`config.mk`:
```
export PLATFORM = sky130hd
export DESIGN_NAME = dispatch_unit
export DESIGN_NICKNAME = d
export VERILOG_FILES = /design/src/rtl/riscv_pkg.sv /design/src/rtl/issue_fifo.sv /design/src/rtl/dispatch_unit.sv
export SDC_FILE = /design/constraint.sdc
export NUM_CORES = 1
export LEC_CHECK = 0
export CAP_MARGIN = 25
export CORE_UTILIZATION = 37
export DETAILED_ROUTE_END_ITERATION = 8
export SLEW_MARGIN = 20
export SYNTH_ARGS = -nofsm -noshare
export SYNTH_HDL_FRONTEND = slang
export SYNTH_SLANG_ARGS = --single-unit
```
`constraint.sdc`:
```
create_clock -name Sys_clk -period 4.2 [get_ports Sys_clk]
set_input_delay 0.84 -clock Sys_clk [delete_from_list [all_inputs] [get_ports Sys_clk]]
set_output_delay 0.84 -clock Sys_clk [all_outputs]
set_load 0.02 [all_outputs]
```
`src/rtl/riscv_pkg.sv`:
```
// riscv_pkg: opcode codes, register and tag sentinels, and the decoded
// instruction record handed from the decoder into the dispatch queue.
package riscv_pkg;

    localparam int XLEN  = 32;
    localparam int REG_W = 6;
    localparam int OPC_W = 7;
    localparam int ROB_W = 8;

    localparam logic [REG_W-1:0] NON_REG = 6'b100000;
    localparam logic [ROB_W:0]   NON_DEP = {1'b1, {ROB_W{1'b0}}};

    typedef enum logic [OPC_W-1:0] {
        lui   = 7'd1,  auipc = 7'd2,  jal   = 7'd3,  jalr  = 7'd4,
        beq   = 7'd5,  bne   = 7'd6,  blt   = 7'd7,  bge   = 7'd8,
        bltu  = 7'd9,  bgeu  = 7'd10, lb    = 7'd11, lh    = 7'd12,
        lw    = 7'd13, lbu   = 7'd14, lhu   = 7'd15, sb    = 7'd16,
        sh    = 7'd17, sw    = 7'd18, addi  = 7'd19, slti  = 7'd20,
        sltiu = 7'd21, xori  = 7'd22, ori   = 7'd23, andi  = 7'd24,
        slli  = 7'd25, srli  = 7'd26, srai  = 7'd27, add   = 7'd28,
        sub   = 7'd29, sll   = 7'd30, slt   = 7'd31, sltu  = 7'd32,
        xorr  = 7'd33, srl   = 7'd34, sra   = 7'd35, orr   = 7'd36,
        andd  = 7'd37
    } opcode_e;

    typedef struct packed {
        logic [XLEN-1:0]  pc;
        logic [OPC_W-1:0] opcode;
        logic [4:0]       rs1;
        logic [4:0]       rs2;
        logic [4:0]       rd;
        logic [XLEN-1:0]  imm;
        logic             pred;
    } iq_entry_t;

    // Loads and stores go to the load/store buffer.
    function automatic logic is_mem(input logic [OPC_W-1:0] op);
        return op >= lb && op <= sw;
    endfunction

    function automatic logic [REG_W-1:0] src1(input iq_entry_t e);
        if (e.opcode >= lui && e.opcode <= jal) return NON_REG;
        return {1'b0, e.rs1};
    endfunction

    function automatic logic [REG_W-1:0] src2(input iq_entry_t e);
        if (e.opcode >= lui && e.opcode <= jalr) return NON_REG;
        if (e.opcode >= lb && e.opcode <= lhu)   return NON_REG;
        if (e.opcode >= addi && e.opcode <= srai) return NON_REG;
        return {1'b0, e.rs2};
    endfunction

    // Branches, stores and writes to x0 produce no architectural result.
    function automatic logic [REG_W-1:0] dest(input iq_entry_t e);
        if (e.opcode >= beq && e.opcode <= bgeu) return NON_REG;
        if (e.opcode >= sb && e.opcode <= sw)    return NON_REG;
        if (e.rd == 5'd0)                        return NON_REG;
        return {1'b0, e.rd};
    endfunction

endpackage

```
`src/rtl/issue_fifo.sv`:
```
// issue_fifo: circular instruction queue between decode and dispatch.
// Ports: push/pop/clr control, din entry in, head entry out, count.
module issue_fifo
    import riscv_pkg::*;
#(
    parameter int DEPTH = 4
) (
    input  logic                   Sys_clk,
    input  logic                   Sys_rst,
    input  logic                   clr,
    input  logic                   push,
    input  logic                   pop,
    input  iq_entry_t              din,
    output iq_entry_t              head,
    output logic [$clog2(DEPTH):0] count
);

    localparam int PW = $clog2(DEPTH);

    iq_entry_t     mem [DEPTH];
    logic [PW-1:0] wptr;
    logic [PW-1:0] rptr;

    assign head = mem[rptr];

    always_ff @(posedge Sys_clk) begin
        if (push) mem[wptr] <= din;
    end

    // DEPTH is a power of two, so pointers wrap by plain overflow.
    always_ff @(posedge Sys_clk) begin
        if (Sys_rst || clr) begin
            wptr  <= '0;
            rptr  <= '0;
            count <= '0;
        end else begin
            if (push) wptr <= wptr + PW'(1);
            if (pop)  rptr <= rptr + PW'(1);
            count <= count + (PW+1)'(push) - (PW+1)'(pop);
        end
    end

endmodule

```
`src/rtl/dispatch_unit.sv`:
```
// dispatch_unit: queues decoded instructions, renames and resolves operands,
// and issues one instruction per cycle to the RS or LSB with a RoB entry.
// Ports: decoder handshake (dc_*), RF lookup/rename (rf_*), RoB (rob_*),
// RS/LSB full and enables, registered issue payload (is_*), CDB snoop (cdb_*).
module dispatch_unit
    import riscv_pkg::*;
#(
    parameter int IQ_DEPTH  = 4,
    parameter int CDB_N     = 2,
    parameter int ROB_WIDTH = 8
) (
    input  logic                       Sys_clk,
    input  logic                       Sys_rst,
    input  logic                       Sys_rdy,
    input  logic                       flush,
    input  logic                       dc_valid,
    output logic                       dc_ready,
    input  logic [31:0]                dc_pc,
    input  logic [6:0]                 dc_opcode,
    input  logic [4:0]                 dc_rs1,
    input  logic [4:0]                 dc_rs2,
    input  logic [4:0]                 dc_rd,
    input  logic [31:0]                dc_imm,
    input  logic                       dc_pred,
    output logic [5:0]                 rf_rs1,
    output logic [5:0]                 rf_rs2,
    input  logic [ROB_WIDTH:0]         rf_Qj,
    input  logic [ROB_WIDTH:0]         rf_Qk,
    input  logic [31:0]                rf_Vj,
    input  logic [31:0]                rf_Vk,
    output logic                       rf_wr_en,
    output logic [5:0]                 rf_rd,
    output logic [ROB_WIDTH-1:0]       rf_rob_idx,
    input  logic                       rob_full,
    input  logic [ROB_WIDTH-1:0]       rob_idx,
    input  logic                       rob_Qj_ready,
    input  logic                       rob_Qk_ready,
    input  logic [31:0]                rob_Vj,
    input  logic [31:0]                rob_Vk,
    output logic                       rob_en,
    input  logic                       rs_full,
    input  logic                       lsb_full,
    output logic                       rs_en,
    output logic                       lsb_en,
    output logic [31:0]                is_pc,
    output logic [31:0]                is_imm,
    output logic [31:0]                is_Vj,
    output logic [31:0]                is_Vk,
    output logic [6:0]                 is_opcode,
    output logic [ROB_WIDTH:0]         is_Qj,
    output logic [ROB_WIDTH:0]         is_Qk,
    output logic [5:0]                 is_rd,
    output logic                       is_pred,
    output logic [ROB_WIDTH-1:0]       is_rob_idx,
    input  logic [CDB_N-1:0]           cdb_en,
    input  logic [CDB_N*ROB_WIDTH-1:0] cdb_idx,
    input  logic [CDB_N*32-1:0]        cdb_val
);

    localparam int CW = $clog2(IQ_DEPTH);
    localparam logic [ROB_WIDTH:0] TAG_ND = {1'b1, {ROB_WIDTH{1'b0}}};

    iq_entry_t          din;
    iq_entry_t          head;
    logic [CW:0]        count;
    logic               head_mem;
    logic               do_push;
    logic               do_issue;
    logic [ROB_WIDTH:0] qj;
    logic [ROB_WIDTH:0] qk;
    logic [XLEN-1:0]    vj;
    logic [XLEN-1:0]    vk;

    assign din = '{pc: dc_pc, opcode: dc_opcode, rs1: dc_rs1,
                   rs2: dc_rs2, rd: dc_rd, imm: dc_imm, pred: dc_pred};

    issue_fifo #(.DEPTH(IQ_DEPTH)) u_fifo (
        .Sys_clk (Sys_clk),
        .Sys_rst (Sys_rst),
        .clr     (flush),
        .push    (do_push),
        .pop     (do_issue),
        .din     (din),
        .head    (head),
        .count   (count)
    );

    assign dc_ready = count < (CW+1)'(IQ_DEPTH);
    assign do_push  = dc_valid && dc_ready && Sys_rdy && !flush;
    assign head_mem = is_mem(head.opcode);
    assign do_issue = (count != '0) && Sys_rdy && !flush && !rob_full
                   && !(head_mem ? lsb_full : rs_full);

    assign rf_rs1     = src1(head);
    assign rf_rs2     = src2(head);
    assign rf_rd      = is_rd;
    assign rf_rob_idx = is_rob_idx;

    // The RF rename written by last cycle's issue is not yet visible in
    // rf_Q*, so a matching destination is bypassed ahead of everything.
    function automatic void resolve(
        input  logic [REG_W-1:0]   src,
        input  logic [ROB_WIDTH:0] q_rf,
        input  logic [XLEN-1:0]    v_rf,
        input  logic               rob_rdy,
        input  logic [XLEN-1:0]    v_rob,
        output logic [ROB_WIDTH:0] q,
        output logic [XLEN-1:0]    v
    );
        logic hit;
        hit = 1'b0;
        q   = q_rf;
        v   = '0;
        if (src == NON_REG) begin
            q = TAG_ND;
        end else if (rf_wr_en && rf_rd == src) begin
            q = {1'b0, rf_rob_idx};
        end else if (q_rf[ROB_WIDTH]) begin
            q = TAG_ND;
            v = v_rf;
        end else if (rob_rdy) begin
            q = TAG_ND;
            v = v_rob;
        end else begin
            for (int k = 0; k < CDB_N; k++) begin
                if (!hit && cdb_en[k] &&
                    cdb_idx[k*ROB_WIDTH +: ROB_WIDTH] == q_rf[ROB_WIDTH-1:0]) begin
                    hit = 1'b1;
                    q   = TAG_ND;
                    v   = cdb_val[k*32 +: 32];
                end
            end
        end
    endfunction

    always_comb begin
        resolve(src1(head), rf_Qj, rf_Vj, rob_Qj_ready, rob_Vj, qj, vj);
        resolve(src2(head), rf_Qk, rf_Vk, rob_Qk_ready, rob_Vk, qk, vk);
    end

    always_ff @(posedge Sys_clk) begin
        if (Sys_rst) begin
            rs_en      <= 1'b0;
            lsb_en     <= 1'b0;
            rob_en     <= 1'b0;
            rf_wr_en   <= 1'b0;
            is_pc      <= '0;
            is_imm     <= '0;
            is_Vj      <= '0;
            is_Vk      <= '0;
            is_opcode  <= '0;
            is_Qj      <= TAG_ND;
            is_Qk      <= TAG_ND;
            is_rd      <= '0;
            is_pred    <= 1'b0;
            is_rob_idx <= '0;
        end else begin
            rs_en    <= do_issue && !head_mem;
            lsb_en   <= do_issue && head_mem;
            rob_en   <= do_issue;
            rf_wr_en <= do_issue;
            if (do_issue) begin
                is_pc      <= head.pc;
                is_imm     <= head.imm;
                is_opcode  <= head.opcode;
                is_pred    <= head.pred;
                is_rd      <= dest(head);
                is_rob_idx <= rob_idx;
                is_Qj      <= qj;
                is_Qk      <= qk;
                is_Vj      <= vj;
                is_Vk      <= vk;
            end
        end
    end

endmodule

```
; ---- Word level (Yosys, flattened, before mapping)
; Memory sizes are Yosys's and may differ from the RTL's. A register that Yosys moved wholly into a read port is not among the register bits.
; Index checks and enable logic that the tools add are counted.
[op_classes]
muxes = 72
n_lt_le_gt_ge = 12
add_sub_neg = 4
eq_ne = 8
reduce_logical = 33
[ops]
columns = op, n
row1 = $mux 32, 12
row2 = $mux 9, 12
row3 = $mux 6, 14
row4 = $eq 8x8->1, 4
row5 = $mux 1, 32
row6 = $logic_and 1x1->1, 24
row7 = $ge 7x5->1 const B, 2
row8 = $le 7x4->1 const B, 2
row9 = $le 7x5->1 const B, 2
row10 = $eq 6x6->1, 2
row11 = $eq 6x6->1 const B, 2
row12 = $ge 7x1->1 const B, 1
row13 = $ge 7x3->1 const B, 1
row14 = $ge 7x4->1 const B, 1
row15 = $le 7x2->1 const B, 1
row16 = $le 7x3->1 const B, 1
row17 = $logic_not 1->1, 6
row18 = $logic_not 5->1, 1
row19 = $add 2x1->2 const B, 2
row20 = $mux 2, 2
row21 = $add 3x1->3, 1
row22 = $lt 3x3->1 const B, 1
row23 = $reduce_bool 3->1, 1
row24 = $sub 3x1->3, 1
row25 = $logic_or 1x1->1, 1
[word_totals]
in_bits = 333
regBits = 178
out_inout_bits = 199
elab_cells = 146
ramBits = 348
mem_count = 1
[mem_list]
columns = memory, depth, word_bits, rd, rd_clocked_by_memory_dff, write_ports, line_no
row1 = u_fifo.mem, 4, 87, 1, 1, 1, issue_fifo.sv:20  ; iq_entry_t mem [DEPTH];

; ---- Logic depth before layout (Yosys ltp)
; Gate-level depths: netlist of run 1.
[logic_depth]
depth_word = 21
depth_mapped = 15
ltp_nobuf = 12

; ---- Cells and area by module
; From an unflattened synthesis of run 1, not the netlist that was laid out.
[unflattened]
hier_cells = 1554
hier_area_um2 = 21329.2
[modules_own_cells]
columns = module, cells_per_inst, instances, seq_area_each_um2, area_each_um2
row1 = issue_fifo, 497, 1, 10630.2, 12986.2
row2 = dispatch_unit, 1057, 1, 3423.3, 8343.0

; ---- Worst setup path before layout of run 1
; No wires, ideal clock.
[synth_timing]
path_kind = input-to-reg
startpoint = input port Sys_rdy
endpoint = memory u_fifo.mem[1][0] in the netlist's numbering (enable)
setup_slack_ps = 347
required_time_ps = 3745
arrival_ps = 3398
path_stages = 3
path_cell_list = nor4bb_1 > clkbuf_1 > and2_1
[synth_between]
elab_chain_len = 4
[synth_rtl]
columns = item, line_no
row1 = "start, declared", dispatch_unit.sv:14  ; input logic Sys_rdy,
row2 = $logic_and 1x1->1 (2 in a row), dispatch_unit.sv:89  ; assign do_push = dc_valid && dc_ready && Sys_rdy && !flush;
row3 = via do_push, dispatch_unit.sv:67  ; logic do_push;
row4 = $mux 1, issue_fifo.sv:27  ; if (push) mem[wptr] <= din;
row5 = $mux 1 (not written as such), issue_fifo.sv:27
row6 = "end, declared", issue_fifo.sv:20
; The timed path passes the listed nets, and every way through them passes these cells.

==> results.toml, run 1 <==
[logic_synthesis]
synthFlopType = "edfxtp_1"
postSynthCellCount = 1477
ys_types = 65
synth-seq-cells = 528
yosysWarnings = 0
synth-edff-count = 348
async_flop_share_pct = 0
synth_nets = 1817
syn_area_um2 = 21100
ys_seq_area_share_pct = 66.7
synth_area_per_cell_um2 = 14.3

[sta]
rsz0062_at_grt = "no"
whs_ns = 0.450
max_freq_mhz = 248
hold_viol_final = 0
fin_skew_ns = 0.0268
slew_violations = 0
finalSetupViolations = 0
timing_worst_slew_pin_value_ns = 0.926
final.min_clock_period_ns = 4.03
min_period_over_period_pct = 96.0
slew_headroom_pct = 38.2
totalNegativeSetupSlack_ns = 0

[final_layout]
fin_nets = 2337
drive_above_1_share_pct = 12.0
area_growth_pct = 38.4

[floorplanning]
coreArea_um2 = 56300
rows = 87
start_util_pct = 37.4
die_area_um2 = 57900
num_io_pins = 532
die_w_um = 241
die_y_um = 241

[setup_path]
endpoint_kind = "output pin"
arrival_ns = 3.19
crit_end = "rf_rs1[2]"
r2r_slack_ns = 0.59
cp.required_ns = 3.36
path_cells = "mux4_2 > or4_4 > nor2_4 > nor2b_1 > clkdlybuf4s50_1"
critPathMaxFanout = 10
slowest_stage = "or4_4"
r2r_end = "is_Qk[5]"
worstSetupPathType = "reg2out"
cpPeakStageDelay_ns = 0.62
critPathLaunchType = "flop"
r2r_cells = 11

[clock_network]
clockBufferDepth = 3
cts.sinks = 528
cts_htree_levels = 2
cts_tree = "done"
hold_buffers = 0
cts_resized = 0
cts_buffers = 56
ctsRootBufferMaster = "clkbuf_16"
path_clk_slew_ns = 0.06
cts_setup_buffers = 3
insertion_delay_ns = 0.62

[power_and_ir_drop]
p_sw_share_pct = 21.6
comb_power_share_pct = 6.5
pwr-share-clk_pct = 43.4
power.switching_mw = 2.40
p_leak_nw = 9.40
pwr-share-seq_pct = 50.1
irDropWorstVdd_mv = 0.350
p_per_area_nw_per_um2 = 382
p_total_mw = 11.1
cellInternalPower_mw = 8.72

[grt]
grt_pass1_wl_um = 103000
grt_max_degree = 85
grt_overflow_total = 0
grt_pass1_vias = 15100
antenna_found_initial = 37
grt.total_usage_pct = 24.9

[routing]
initialDrtViolationCount = 1100
avgViaCountPerCell = 5.34
postRouteWirelength_um = 73700
drc = 0
antenna_left = 0
firstDrtPassIters = 5
wl_per_cell_um = 26.1
via_count = 15100

[run_status]
outcome = "finished, final reports clean"

[placed_design]
port_buffers = 531
hpwl_um = 52100
place_congestion = 0.973

[worst_hold_path]
worstHoldStart = "is_Vk[12]"
worstHoldPathType = "reg2reg"

[flow_run]
drv_cap = 0
-- metrics by stage --
step / cells / utilization (%) / cell area, um2 / setup WS (ns)
6_report: 2826 / 51.8 / 29100 / 0.169
5_1_grt: 2825 / 51.8 / 29100 / 0.0419
4_1_cts: 2801 / 51.7 / 29100 / 0.103
3_5_place_dp: 2692 / 48.4 / 27300 / 0.392
3_3_place_gp: 2691 / 48.4 / 27200 / 0.400
2_1_floorplan: 1477 / - / 21100 / 0.347
-- routing by layer --
metal / wire [um] / vias to the layer above / global-route usage, %
met5: 54 / - / 0
met4: 3050 / 8 / 14.7
met3: 6380 / 142 / 7.07
met2: 37200 / 605 / 41.8
met1: 27100 / 7552 / 28.2
li1: - / 6781 / -
-- worst min path at each step --
stage / endpoint / slack [ns] / cells past startpoint
after global routing: is_Vk[7] / 0.47 / 2
after global placement: is_Vk[12] / 0.43 / 2
final: is_Vk[12] / 0.45 / 2
after floorplan: flop / 0.48 / 2
after detailed placement: is_Vk[12] / 0.44 / 2
after CTS: is_Vk[12] / 0.45 / 2
-- critical path: cells and delay by family, from the launching register on --
kind / cells / cell delay [ns]
buffers and inverters: 1 / 0.55
multiplexers: 1 / 0.60
AND/OR/NAND/NOR: 3 / 0.94
flip-flops: 1 / 0.45
-- logic make-up (layout without fill, tap and decap cells) --
logic type      Yosys count  after routing  synth area share [%]
xor+xnor                 45             45                  1.87
mux                      90             90                  9.47
other cells               0             25                     0
simple gates            358            358                  7.69
fa+ha+maj                 7              7                 0.452
buf+inv                 133            701                  3.04
compound gates          316            316                  10.7
flops                   528            528                  66.7
-- cell type report --
class                      instances  area (um2)
antenna                           25        62.6
multi-input combinational        816        6400
clock inverter                    29         260
tap                              756         946
inverter                          17        65.1
clock buffer                      77        1540
fill                            4844       27100
timing repair buffer             578        5800
sequential                       528       14100
-- state kept, by name, summed over array words and instances, names as in the netlist, 2 cells and up, named ones only --
signal        flops
is_Qj             9
is_Qk             9
is_Vj            32
is_Vk            32
is_imm           32
is_opcode         7
is_pc            32
is_rd             6
is_rob_idx        8
u_fifo.count      3
u_fifo.mem      348
u_fifo.rptr       2
u_fifo.wptr       2
-- power by group through the flow --
stage | clock (mW) | sequential [mW] | combinational [mW]
2_1_floorplan | 0 | 5.69 | 0.221
3_3_place_gp | 0 | 5.68 | 0.706
3_5_place_dp | 0 | 5.68 | 0.715
4_1_cts | 4.94 | 5.57 | 0.718
5_1_grt | 5.14 | 5.57 | 0.762
6_report | 4.82 | 5.57 | 0.721
-- cells in the final DEF, fill, tap and decap left out, drive strengths merged, types with 3 or more instances in the layout --
cell,count
a22o,41
o21ai,4
clkinv,25
nand4,12
edfxtp,348
a31o,4
inv,16
buf,49
nand3,16
a221o,8
clkdlybuf4s50,529
ha,6
nand2,210
mux4,87
xor2,5
and2,13
nor4,4
bufinv,3
a221oi,64
dfxtp,180
o31ai,32
o21bai,3
or2,4
a21oi,87
o22ai,59
xnor2,40
nor3,11
nor4b,3
nor2b,19
diode,25
nor2,55
a32o,3
clkbuf,77
-- cell usage after synthesis, types with 3 or more instances --
cell / count / share of area (%)
xnor2_1: 40 / 1.7
xor2_1: 5 / 0.21
nor4_1: 3 / 0.089
o31ai_1: 32 / 1.1
ha_1: 6 / 0.36
a21oi_1: 87 / 2.1
or2_2: 3 / 0.089
and2_0: 7 / 0.21
buf_4: 16 / 0.57
a22o_1: 41 / 1.7
buf_2: 28 / 0.67
a221o_1: 8 / 0.38
a32o_1: 3 / 0.14
buf_1: 5 / 0.089
dfxtp_1: 180 / 17
nand3_1: 16 / 0.38
nor4b_1: 3 / 0.12
nand4_1: 12 / 0.36
edfxtp_1: 348 / 50
nor2b_1: 19 / 0.56
clkbuf_1: 61 / 1.1
mux4_2: 87 / 9.3
o22ai_1: 59 / 1.8
a221oi_1: 64 / 2.7
a31o_1: 3 / 0.12
nand2_1: 210 / 3.7
nor2_1: 53 / 0.94
buf_6: 6 / 0.32
inv_1: 15 / 0.27
and2_1: 6 / 0.18
nor3_1: 8 / 0.19
No activity file was read; power rests on OpenSTA's default activity.
==> inputs of run 2 (changes only) <==
CORE_ASPECT_RATIO = 0.75   (was unset)
clock period = 4.75 ns   (was 4.2 ns; I/O delays follow)
==> results.toml, run 2 (synthesized netlist as in run 1, its figures left out) <==
[run_status]
outcome = "finished, final reports clean"

[placed_design]
place_congestion = 0.936
port_buffers = 531
hpwl_um = 51300

[setup_path]
cp.required_ns = 3.80
slowest_stage = "mux4_2"
critPathLaunchType = "flop"
cpPeakStageDelay_ns = 0.64
worstSetupPathType = "reg2out"
path_cells = "mux4_2 > or3_1 > o21ai_2 > nor2b_1 > clkdlybuf4s50_1"
crit_family = "multiplexers"
path_buf_inv = 1
arrival_ns = 3.44
critPathMaxFanout = 11
endpoint_kind = "output pin"

[floorplanning]
die_area_um2 = 57900
rows = 75
die_w_um = 277
coreArea_um2 = 56000
die_y_um = 209
num_io_pins = 532
start_util_pct = 37.6

[routing]
initialDrtViolationCount = 1145
antenna_left = 0
wl_per_cell_um = 26.0
firstDrtPassIters = 7
via_count = 15100
avgViaCountPerCell = 5.43
postRouteWirelength_um = 72200
drc = 0

[sta]
final.min_clock_period_ns = 4.39
rsz0062_at_grt = "no"
slew_headroom_pct = 43.4
fin_skew_ns = 0.0336
max_freq_mhz = 228
finalSetupViolations = 0
hold_viol_final = 0
totalNegativeSetupSlack_ns = 0
whs_ns = 0.457
min_period_over_period_pct = 92.3
timing_worst_slew_pin_value_ns = 0.850
slew_violations = 0

[clock_network]
clockBufferDepth = 3
cts_setup_buffers = 0
cts_resized = 0
ctsRootBufferMaster = "clkbuf_16"
cts.sinks = 528
cts_tree = "done"
insertion_delay_ns = 0.62
cts_buffers = 52
cts_htree_levels = 2
path_clk_slew_ns = 0.06
hold_buffers = 0

[grt]
grt_overflow_total = 0
grt_pass1_wl_um = 104000
grt_pass1_vias = 15000
antenna_found_initial = 27
grt_max_degree = 78
grt.total_usage_pct = 24.6

[final_layout]
num-fill-cells = 4752
seq_area_um2 = 14100
most-common-layout-cells = "clkdlybuf4s50_1 (530), edfxtp_1 (348), nand2_1 (210)"
largest_reg_flops = 348
area_growth_pct = 37.5
multi_input_area_um2 = 6410
drive_above_1_share_pct = 12.1
regMostFlops = "u_fifo.mem"
layout_commonest_cell = "clkdlybuf4s50_1"
fin_nets = 2325

[worst_hold_path]
worstHoldPathType = "reg2reg"

[power_and_ir_drop]
irDropWorstVdd_mv = 0.278
p_per_area_nw_per_um2 = 340
p_leak_nw = 9.34

[flow_run]
drv_cap = 0
[run 2: changes by cell type in the layout (fill, tap and decap cells not counted), moves of 3 or more]
cell,delta
diode_2,-9
clkbuf_16,-4
clkbuf_1,-6
clkinv_1,-10
inv_4,+3
buf_12,-6
[run 2: area by class of cell]
| cell class | instances | area share, % |
|---|---|---|
| diodes | 16 | 0.138 |
| multi-input cells | 816 | 22.1 |
| inverters | 17 | 0.229 |
| clock inverters | 29 | 1.20 |
| clock buffers | 69 | 5.00 |
| well taps | 731 | 3.16 |
| flip-flops and latches | 528 | 48.6 |
| repair buffers | 570 | 19.6 |
[run 2: worst paths after layout]
check                  start  cells past startpoint    endpoint  slack (ns)
hold / removal    is_imm[18]                      2  is_imm[18]        0.46
hold reg to reg   is_imm[18]                      2  is_imm[18]        0.46
setup reg to reg        flop                      9    is_Qk[6]        1.01
setup / recovery        flop                      5   rf_rs2[0]        0.36
[run 2: through the flow]
step                      std cells  util, %  total power, mW  setup WS, ns  instance area [um2]
final                          2776     51.7             9.85         0.365                29000
after global routing           2773     51.7             10.2         0.285                28900
after CTS                      2760     51.6             9.93        0.0155                28900
after detailed placement       2662     48.4             5.66         0.658                27100
after global placement         2662     48.4             5.66         0.668                27100
after floorplan                1477        -             5.23         0.787                21100
[run 2: tightest hold or removal path, delay by kind of cell, from the launching register on]
family	cells	cell delay, ns
DFF	1	0.31
AOI/OAI and AO/OA	1	0.05
and+or+nand+nor	1	0.05
[run 2: metal layers]
| metal | part of all wire, % | track usage [%] | vias to the layer above |
|---|---|---|---|
| met5 | 0.12 | 0 | - |
| met4 | 3.2 | 10.2 | 14 |
| met3 | 8.0 | 6.54 | 130 |
| met2 | 48 | 39.3 | 655 |
| met1 | 41 | 31.7 | 7527 |
| li1 | - | - | 6753 |
[run 2: power by group]
| group | switching, mW | internal, mW | leakage (nW) | total [mW] |
|---|---|---|---|---|
| clock | 1.83 | 2.45 | 0.872 | 4.28 |
| combinational | 0.293 | 0.350 | 3.87 | 0.643 |
| sequential | 0.00822 | 4.92 | 4.59 | 4.93 |
| total | 2.13 | 7.72 | 9.34 | 9.85 |
==> inputs of run 3 (changes only) <==
PLACE_DENSITY = 0.74   (was unset)
clock period = 3.53 ns   (was 4.75 ns; I/O delays follow)
==> results.toml, run 3 (synthesized netlist as in run 1, its figures left out) <==
[flow_run]
drv_cap = 0

[sta]
totalNegativeSetupSlack_ns = -0.438
timing_worst_slew_pin_value_ns = 0.853
slew_violations = 0
fin_skew_ns = 0.0364
final.setup.worst_slack_ns = -0.102
finalSetupViolations = 8
hold_viol_final = 0
slew_headroom_pct = 43.1
rsz0062_at_grt = "yes"
min_period_over_period_pct = 103
max_freq_mhz = 275
final.min_clock_period_ns = 3.63

[clock_network]
cts_tree = "done"
ctsRootBufferMaster = "clkbuf_16"
cts_htree_levels = 2
path_clk_slew_ns = 0.06
insertion_delay_ns = 0.62
cts.sinks = 528
clockBufferDepth = 3
cts_buffers = 52
hold_buffers = 0

[placed_design]
place_congestion = 0.919
hpwl_um = 53600
placed_cell_area_um2 = 27400
place_ws_ns = -0.0557
port_buffers = 531

[setup_path]
cp.required_ns = 2.82
r2r_cells = 14
r2r_slack_ns = 0.04
endpoint_kind = "output pin"
critPathMaxFanout = 8
arrival_ns = 2.93
worstSetupPathType = "reg2out"
critPathLaunchType = "flop"

[run_status]
violations = "negative setup slack"
outcome = "finished, violations left"

[power_and_ir_drop]
p_sw_share_pct = 21.7
cellInternalPower_mw = 10.4
pwr-share-clk_pct = 43.5
p_leak_nw = 9.68
irDropWorstVdd_mv = 0.399
power.switching_mw = 2.90
p_per_area_nw_per_um2 = 451
comb_power_share_pct = 6.8
pwr-share-seq_pct = 49.7

[final_layout]
utilization_pct = 52.8
area_growth_pct = 40.5
seq_area_um2 = 14100
num-fill-cells = 4616
most-common-layout-cells = "clkdlybuf4s50_1 (518), edfxtp_1 (348), nand2_1 (210)"
layout_commonest_cell = "clkdlybuf4s50_1"
fin_nets = 2369
regMostFlops = "u_fifo.mem"
multi_input_area_um2 = 6500
fin_area_um2 = 29600
drive_above_1_share_pct = 15.3
largest_reg_flops = 348

[floorplanning]
rows = 75
coreArea_um2 = 56000
die_y_um = 209
num_io_pins = 532
die_area_um2 = 57900
die_w_um = 277
start_util_pct = 37.6

[grt]
grt_pass1_vias = 15500
grt_overflow_total = 0
grt_pass1_wl_um = 108000
grt.total_usage_pct = 25.6
antenna_found_initial = 23
grt_max_degree = 51

[routing]
firstDrtPassIters = 5
initialDrtViolationCount = 1190
via_count = 15600
drc = 0
avgViaCountPerCell = 5.52
postRouteWirelength_um = 75900
wl_per_cell_um = 26.9
antenna_left = 0

[worst_hold_path]
worstHoldPathType = "reg2reg"
hold_depth = 2
## run 3: cell count changes in the layout (fill, tap and decap cells not counted), moves of 3 or more
cell             change
buf_4               +21
buf_6               +17
buf_12              +12
clkdlybuf4s50_1     -12
clkbuf_1             -7
nor2b_1              -7
nor2b_4              +6
clkinv_1             +4
buf_2                +3
clkinv_2             +3
## run 3: critical path: stages, from the launching register on
cell     delay, ns
dfxtp_4       0.40
buf_6         0.11
mux4_2        0.60
xor2_1        0.20
a32oi_1       0.24
o21ai_2       0.12
buf_6         0.15
buf_6         0.11
nor2b_1       0.11
buf_4         0.16
buf_6         0.12
## run 3: area by class of cell
cell class | count | share of cell area [%]
diodes | 14 | 0.118
clock buffers | 61 | 4.75
clock inverters | 37 | 1.40
inverters | 17 | 0.224
multi-input cells | 817 | 22.0
flip-flops and latches | 528 | 47.5
well taps | 731 | 3.09
repair buffers | 613 | 20.9
## run 3: metrics by stage
stage	hold WS (ns)	std cells	total power, mW
after CTS	0.456	2798	13.4
after detailed placement	0.444	2681	7.64
after global routing	0.476	2816	13.7
final	0.454	2818	13.3
after global placement	0.436	2681	7.63
after floorplan	0.485	1477	7.03
## run 3: path summary, 6_finish.rpt
kind	startpoint	end
hold / removal	is_imm[18]	is_imm[18]
hold reg to reg	is_imm[18]	is_imm[18]
setup reg to reg	flop	u_fifo.count[2]
setup / recovery	flop	rf_rs2[2]
## run 3: power groups by stage
stage | registers (mW) | logic, mW | clock network, mW
2_1_floorplan | 6.77 | 0.264 | 0
3_3_place_gp | 6.76 | 0.868 | 0
3_5_place_dp | 6.76 | 0.877 | 0
4_1_cts | 6.63 | 0.891 | 5.91
5_1_grt | 6.63 | 0.955 | 6.15
6_report | 6.63 | 0.907 | 5.80
## run 3: repair_timing
item / CTS / global route
pin swaps: 4 / 7
gates cloned: 0 / 1
setup buffers: 19 / 6
setup endpoints to repair: 17 / 118
gates resized for setup: 60 / 26
## run 3: layer usage
layer | share of wire (%) | track usage (%) | vias up
li1 | - | - | 6833
met1 | 40 | 33.0 | 7807
met2 | 49 | 42.1 | 779
met3 | 8.0 | 5.85 | 132
met4 | 2.9 | 9.46 | 12
met5 | 0.11 | 0 | -
